### config.mk
export PLATFORM = sky130hd
export DESIGN_NAME = apb_cmd_master
export DESIGN_NICKNAME = d
export VERILOG_FILES = /design/src/rtl/apb_cmd_master_pkg.sv /design/src/rtl/apb_cmd_master_wdog.sv /design/src/rtl/apb_cmd_master.sv
export SDC_FILE = /design/constraint.sdc
export NUM_CORES = 1
export LEC_CHECK = 0
export ABC_CLOCK_PERIOD_IN_PS = 3400
export CAP_MARGIN = 20
export CORE_MARGIN = 2
export CORE_UTILIZATION = 42
export CTS_CLUSTER_DIAMETER = 200
export DETAILED_ROUTE_END_ITERATION = 8
export GPL_TIMING_DRIVEN = 0
export PLACE_DENSITY = 0.87
export SYNTH_ARGS = -nofsm -noshare
export SYNTH_HDL_FRONTEND = slang
export SYNTH_SLANG_ARGS = --single-unit
### constraint.sdc
create_clock -name pclk -period 3.4 [get_ports pclk]
set_input_delay 1.02 -clock pclk [delete_from_list [all_inputs] [get_ports pclk]]
set_output_delay 1.02 -clock pclk [all_outputs]
set_load 0.02 [all_outputs]
### src/rtl/apb_cmd_master_pkg.sv
// apb_cmd_master_pkg
//   Shared types and constants for the APB3 command initiator.
//   - apb_state_e : controller state encoding (IDLE, SETUP, ACCESS, RESP)
//   - APB_ADDR_W  : default APB address width
//   - APB_DATA_W  : default APB data width
//   - TMO_CNT_W   : width of the ACCESS-phase timeout counter
//                   (used only when APB_CMD_MASTER_TIMEOUT_EN is defined)
package apb_cmd_master_pkg;

  localparam int APB_ADDR_W = 32;
  localparam int APB_DATA_W = 32;
  localparam int TMO_CNT_W  = 16;

  typedef enum logic [1:0] {
    ST_IDLE   = 2'd0,
    ST_SETUP  = 2'd1,
    ST_ACCESS = 2'd2,
    ST_RESP   = 2'd3
  } apb_state_e;

endpackage

### src/rtl/apb_cmd_master_wdog.sv
// apb_cmd_master_wdog
//   ACCESS-phase wait counter. Counts cycles in which the slave is stalling
//   and flags expiry once the stall reaches LIMIT cycles.
//   Ports:
//     clk    : APB clock
//     rst    : synchronous active-high reset
//     clr    : clear the count (asserted the cycle before ACCESS starts)
//     en     : count this cycle (in ACCESS with pready low)
//     expire : this counted cycle is the LIMIT-th stall cycle
//   Only instantiated when APB_CMD_MASTER_TIMEOUT_EN is defined.
module apb_cmd_master_wdog
  import apb_cmd_master_pkg::*;
#(
  parameter int LIMIT = 255,
  parameter int CNT_W = TMO_CNT_W
) (
  input  logic clk,
  input  logic rst,
  input  logic clr,
  input  logic en,
  output logic expire
);

  localparam logic [CNT_W:0] LIMIT_V = (CNT_W+1)'(LIMIT);
  localparam logic [CNT_W:0] ONE_V   = (CNT_W+1)'(1);

  logic [CNT_W-1:0] count_q, count_d;
  logic [CNT_W:0]   count_ext;

  assign count_ext = {1'b0, count_q};

  // Flag on the stall cycle that brings the count up to LIMIT, so the
  // controller can leave ACCESS on the following edge.
  assign expire = en && ((count_ext + ONE_V) >= LIMIT_V);

  always_comb begin
    count_d = count_q;
    if (clr) begin
      count_d = '0;
    end else if (en && (count_q != {CNT_W{1'b1}})) begin
      count_d = count_q + 1'b1;
    end
  end

  always_ff @(posedge clk) begin
    if (rst) begin
      count_q <= '0;
    end else begin
      count_q <= count_d;
    end
  end

endmodule

### src/rtl/apb_cmd_master.sv
// apb_cmd_master
//   APB3 initiator: takes one command at a time over a valid/ready channel,
//   runs the SETUP/ACCESS phases on APB, and returns read data and error
//   status over a valid/ready response channel.
//   Ports:
//     pclk, preset          : clock, synchronous active-high reset
//     cmd_valid/cmd_ready   : command handshake (ready only in IDLE)
//     cmd_write/addr/wdata  : command payload, sampled on acceptance
//     rsp_valid/rsp_ready   : response handshake
//     rsp_rdata/rsp_err     : read data (0 for writes), slave error/timeout
//     psel/penable/pwrite   : APB control
//     paddr/pwdata          : APB address / write data
//     prdata/pready/pslverr : APB slave returns (looked at only in ACCESS)
//     busy                  : high whenever not IDLE
//   Build option: APB_CMD_MASTER_TIMEOUT_EN adds an ACCESS-phase watchdog
//   that aborts after TIMEOUT_CYCLES stall cycles with rsp_err=1.
//
//   state  | meaning
//   IDLE   | cmd_ready high, waiting for a command
//   SETUP  | psel high, penable low, one cycle
//   ACCESS | psel and penable high, waiting for pready
//   RESP   | rsp_valid high, waiting for rsp_ready
module apb_cmd_master
  import apb_cmd_master_pkg::*;
#(
  parameter int ADDR_W         = APB_ADDR_W,
  parameter int DATA_W         = APB_DATA_W,
  parameter int TIMEOUT_CYCLES = 255
) (
  input  logic              pclk,
  input  logic              preset,
  input  logic              cmd_valid,
  output logic              cmd_ready,
  input  logic              cmd_write,
  input  logic [ADDR_W-1:0] cmd_addr,
  input  logic [DATA_W-1:0] cmd_wdata,
  output logic              rsp_valid,
  input  logic              rsp_ready,
  output logic [DATA_W-1:0] rsp_rdata,
  output logic              rsp_err,
  output logic              psel,
  output logic              penable,
  output logic              pwrite,
  output logic [ADDR_W-1:0] paddr,
  output logic [DATA_W-1:0] pwdata,
  input  logic [DATA_W-1:0] prdata,
  input  logic              pready,
  input  logic              pslverr,
  output logic              busy
);

  apb_state_e        state_q, state_d;
  logic              pwrite_q, pwrite_d;
  logic [ADDR_W-1:0] paddr_q, paddr_d;
  logic [DATA_W-1:0] pwdata_q, pwdata_d;
  logic [DATA_W-1:0] rsp_rdata_q, rsp_rdata_d;
  logic              rsp_err_q, rsp_err_d;

  logic tmo_clr;
  logic tmo_en;
  logic tmo_expire;

`ifdef APB_CMD_MASTER_TIMEOUT_EN
  apb_cmd_master_wdog #(
    .LIMIT (TIMEOUT_CYCLES),
    .CNT_W (TMO_CNT_W)
  ) u_wdog (
    .clk    (pclk),
    .rst    (preset),
    .clr    (tmo_clr),
    .en     (tmo_en),
    .expire (tmo_expire)
  );
`else
  // No watchdog: ACCESS waits for pready indefinitely.
  logic unused_tmo;
  assign tmo_expire = 1'b0;
  assign unused_tmo = ^{tmo_clr, tmo_en, TIMEOUT_CYCLES};
`endif

  always_comb begin
    state_d     = state_q;
    pwrite_d    = pwrite_q;
    paddr_d     = paddr_q;
    pwdata_d    = pwdata_q;
    rsp_rdata_d = rsp_rdata_q;
    rsp_err_d   = rsp_err_q;
    tmo_clr     = 1'b0;
    tmo_en      = 1'b0;

    case (state_q)
      ST_IDLE: begin
        if (cmd_valid) begin
          pwrite_d = cmd_write;
          paddr_d  = cmd_addr;
          pwdata_d = cmd_wdata;
          state_d  = ST_SETUP;
        end
      end

      ST_SETUP: begin
        tmo_clr = 1'b1;
        state_d = ST_ACCESS;
      end

      ST_ACCESS: begin
        tmo_en = ~pready;
        // pready wins over a watchdog expiry in the same cycle.
        if (pready) begin
          rsp_rdata_d = pwrite_q ? '0 : prdata;
          rsp_err_d   = pslverr;
          state_d     = ST_RESP;
        end else if (tmo_expire) begin
          rsp_rdata_d = '0;
          rsp_err_d   = 1'b1;
          state_d     = ST_RESP;
        end
      end

      ST_RESP: begin
        if (rsp_ready) begin
          state_d = ST_IDLE;
        end
      end

      default: begin
        state_d = ST_IDLE;
      end
    endcase
  end

  always_ff @(posedge pclk) begin
    if (preset) begin
      state_q     <= ST_IDLE;
      pwrite_q    <= 1'b0;
      paddr_q     <= '0;
      pwdata_q    <= '0;
      rsp_rdata_q <= '0;
      rsp_err_q   <= 1'b0;
    end else begin
      state_q     <= state_d;
      pwrite_q    <= pwrite_d;
      paddr_q     <= paddr_d;
      pwdata_q    <= pwdata_d;
      rsp_rdata_q <= rsp_rdata_d;
      rsp_err_q   <= rsp_err_d;
    end
  end

  assign cmd_ready = (state_q == ST_IDLE);
  assign psel      = (state_q == ST_SETUP) || (state_q == ST_ACCESS);
  assign penable   = (state_q == ST_ACCESS);
  assign rsp_valid = (state_q == ST_RESP);
  assign busy      = (state_q != ST_IDLE);
  assign pwrite    = pwrite_q;
  assign paddr     = paddr_q;
  assign pwdata    = pwdata_q;
  assign rsp_rdata = rsp_rdata_q;
  assign rsp_err   = rsp_err_q;

endmodule

==> impl_metrics.csv <==
group,metric,value,unit
sta,tightest_slew,0.573,ns
clock_tree,clkTransAtPathRegs,0.10,ns
clock_tree,cts_buffers,9,
drt,via_per_inst,5.04,
yosys,synth_top_area_share,0.521,
clock_tree,clk_latency,0.35,ns
placement,post-place-ws,1.01,ns
floorplanning,initial_core_util,0.436,
critical_path,cp.required,2.38,ns
critical_path,critPathKind,"flip-flop to primary output",
sta,max-slew-margin-rel,0.618,
power_and_ir_drop,internal_power,2.51,mW
clock_tree,cts_tree,"done",
drt,dr.first_iter.drc_count,141,
power_and_ir_drop,p_sw_frac,0.354,
sta,drv_slew,0,
final_layout,layout-drive-gt1-share,0.0820,
yosys,netlist_area,0.00384,mm2
sta,fin_ws,0.646,ns
sta,fin_crit,2.75,ns
grt,antenna_found_initial,0,
yosys,synth_area_leaders,"dfxtp_1 (52%), nand2_1 (16%), a21oi_1 (11%), nand4b_1 (7.3%), buf_12 (3.1%)",
power_and_ir_drop,leakage,2.22,nW
drt,wire_per_inst,14.7,um
sta,finalHoldViolations,0,
sta,period_share,0.810,
drt,final_antenna_net_count,0,
clock_tree,clock_sinks,100,
grt,grt_pass1_vias,3837,
yosys,synth.distinct_cells,19,
min_path,hold_class,"flip-flop to flip-flop",
floorplanning,die_h,99.6,um
critical_path,end_kind,"primary output",
power_and_ir_drop,ir_drop,0.356,mV
grt,grt_pass1_wl,17800,um
grt,grt_usage,0.222,
critical_path,worstSetupStartpointType,"flip-flop",
critical_path,r2r_cells,6,
power_and_ir_drop,powerDensity,625,mW/mm2
power_and_ir_drop,power,3.88,mW
yosys,syn_avg_cell_area,8.50,um2
clock_tree,hold_buffers,0,
yosys,synth_compound_area_frac,0.146,
final_layout,syn_to_final_growth,61.7,%
floorplanning,die-area,0.00992,mm2
final_layout,antennaDiodeCount,0,
yosys,yosysTopAreaCell,"dfxtp_1",
critical_path,path_cells,"inv_1 > ha_1 > inv_1 > clkdlybuf4s50_1",
final_layout,nNetsFinal,772,
sta,setup_viol,0,
yosys,synthXorXnorAreaFrac,0,
clock_tree,cts_root_buffer,"clkbuf_8",
yosys,synth_cells,452,
critical_path,crit_fanout,6,
power_and_ir_drop,power_frac_comb,0.427,
floorplanning,ios,206,
clock_tree,cts-resized-gates,0,
sta,skew,0.0112,ns
floorplanning,die_w,99.6,um
drt,wirelength,11400,um
min_path,whs_path_depth,2,
yosys,synth-simple-area-share,0.243,
power_and_ir_drop,seqPwrFrac,0.376,
yosys,ys_seq_area_frac,0.521,
drt,firstDrtPassIters,4,
drt,drc,0,
yosys,synth_fa_ha_area_frac,0.00978,
yosys,synth_top_family_by_area,"simple AND/OR/NAND/NOR gates",
critical_path,cp_slowest_cell,"clkdlybuf4s50_1",
critical_path,crit_family,"buffers and inverters",
yosys,synth.yosys.warnings,0,
clock_tree,clk_path_buf_depth,2,
clock_tree,h-tree-depth,3,
grt,grt_max_degree,17,
sta,rsz0062_at_grt,"no",
power_and_ir_drop,p_sw,1.38,mW
critical_path,cp.depth,4,
critical_path,slowest_delay,0.60,ns
placement,dp.final_hpwl,8760,um
critical_path,cpMostUsedCell,"inv_1",
yosys,synth_seq_cells,100,
final_layout,stdcell_area,0.00621,mm2
grt,overflow,0,
power_and_ir_drop,clkPwrFrac,0.197,
run,maxCapViolCount,0,
yosys,synthMuxAreaShare,0.00261,
run_status,status,"complete, no violations",
clock_tree,cts_setup_buffers,0,
floorplanning,rows,34,
critical_path,worst-path-buf-inv,3,
floorplanning,core-area,0.00881,mm2
placement,port-buffer-count,203,
sta,max_freq,363,MHz
yosys,syn-num-nets,558,
placement,gp_congestion,0.792,
critical_path,arrival,1.73,ns
sta,finalSetupTns,0,ns
placement,place_area,0.00601,mm2
drt,vias,3925,
cells in the final DEF, fill, tap and decap left out, drive strengths merged:
master	synthesis	layout
clkbuf	11	22
mux2i	1	1
clkinv	0	1
a21oi	98	98
nand4b	32	32
clkinvlp	0	3
buf	28	28
bufinv	0	1
clkdlybuf4s50	0	203
nand3	1	1
ha	3	3
and2	1	1
nor2b	1	1
nand2	167	167
or3	1	1
dfxtp	100	100
o211a	1	1
inv	6	6
a221oi	1	1
Yosys cell counts:
cell type  count
buf_12         6
o211a_1        1
buf_4          2
buf_2         18
a21oi_2       12
clkbuf_1      11
a21oi_1       86
nand3_1        1
inv_1          6
mux2i_1        1
nand4b_1      32
dfxtp_1      100
ha_1           3
or3_1          1
a221oi_2       1
nand2_1      167
and2_4         1
nor2b_1        1
buf_1          2
through the flow:
stage,std cells,hold WS (ns),util
2_1_floorplan,452,0.468,-
3_3_place_gp,763,0.438,0.682
3_5_place_dp,763,0.443,0.682
4_1_cts,779,0.457,0.705
5_1_grt,779,0.478,0.705
6_report,779,0.454,0.705
final cells by class:
class / count / area [um2]
timing repair buffer: 203 / 2030
multi-input combinational: 307 / 1540
buffer: 39 / 274
clock inverter: 5 / 61.3
sequential: 100 / 2000
clock buffer: 11 / 141
inverter: 6 / 22.5
fill: 697 / 2600
tap: 108 / 135
power groups by stage:
stage / logic [mW] / registers, mW / clock network [mW]
final: 1.66 / 1.46 / 0.766
after floorplan: 0.749 / 1.69 / 0
after CTS: 1.67 / 1.46 / 0.785
after detailed placement: 1.67 / 1.49 / 0
after global routing: 1.78 / 1.48 / 0.836
after global placement: 1.63 / 1.47 / 0
routing by layer:
metal  wire length [um]  up-vias  global-route usage
met1               4500     1815               0.247
met4                339        0              0.0969
met3                861       30              0.0590
li1                   -     1923                   -
met5                  0        -                   0
met2               5720      157               0.396
tightest hold or removal path, stage by stage, from the launching register on:
cell and delay [ns]:
dfxtp_1 0.32, nand2_1 0.05, a21oi_1 0.05
flip-flops by register name, summed over array words and instances, names as in the netlist:
signal / count
paddr: 32
pwdata: 32
rsp_rdata: 32
state_q: 2
pwrite: 1
rsp_err: 1
kinds of logic after synthesis:
logic type,count (synthesis)
flip-flops,100
buffers and inverters,45
adder cells (fa/ha/maj),3
AND/OR/NAND/NOR,203
AO/OA/AOI/OAI,100
multiplexers,1
final timing paths:
check          startpoint      endpoint  slack, ns
max            state_q[0]          busy       0.65
max reg2reg    state_q[0]     paddr[23]       1.84
min reg2reg  rsp_rdata[3]  rsp_rdata[3]       0.45
min          rsp_rdata[3]  rsp_rdata[3]       0.45
(Power assumes the default switching activity.)
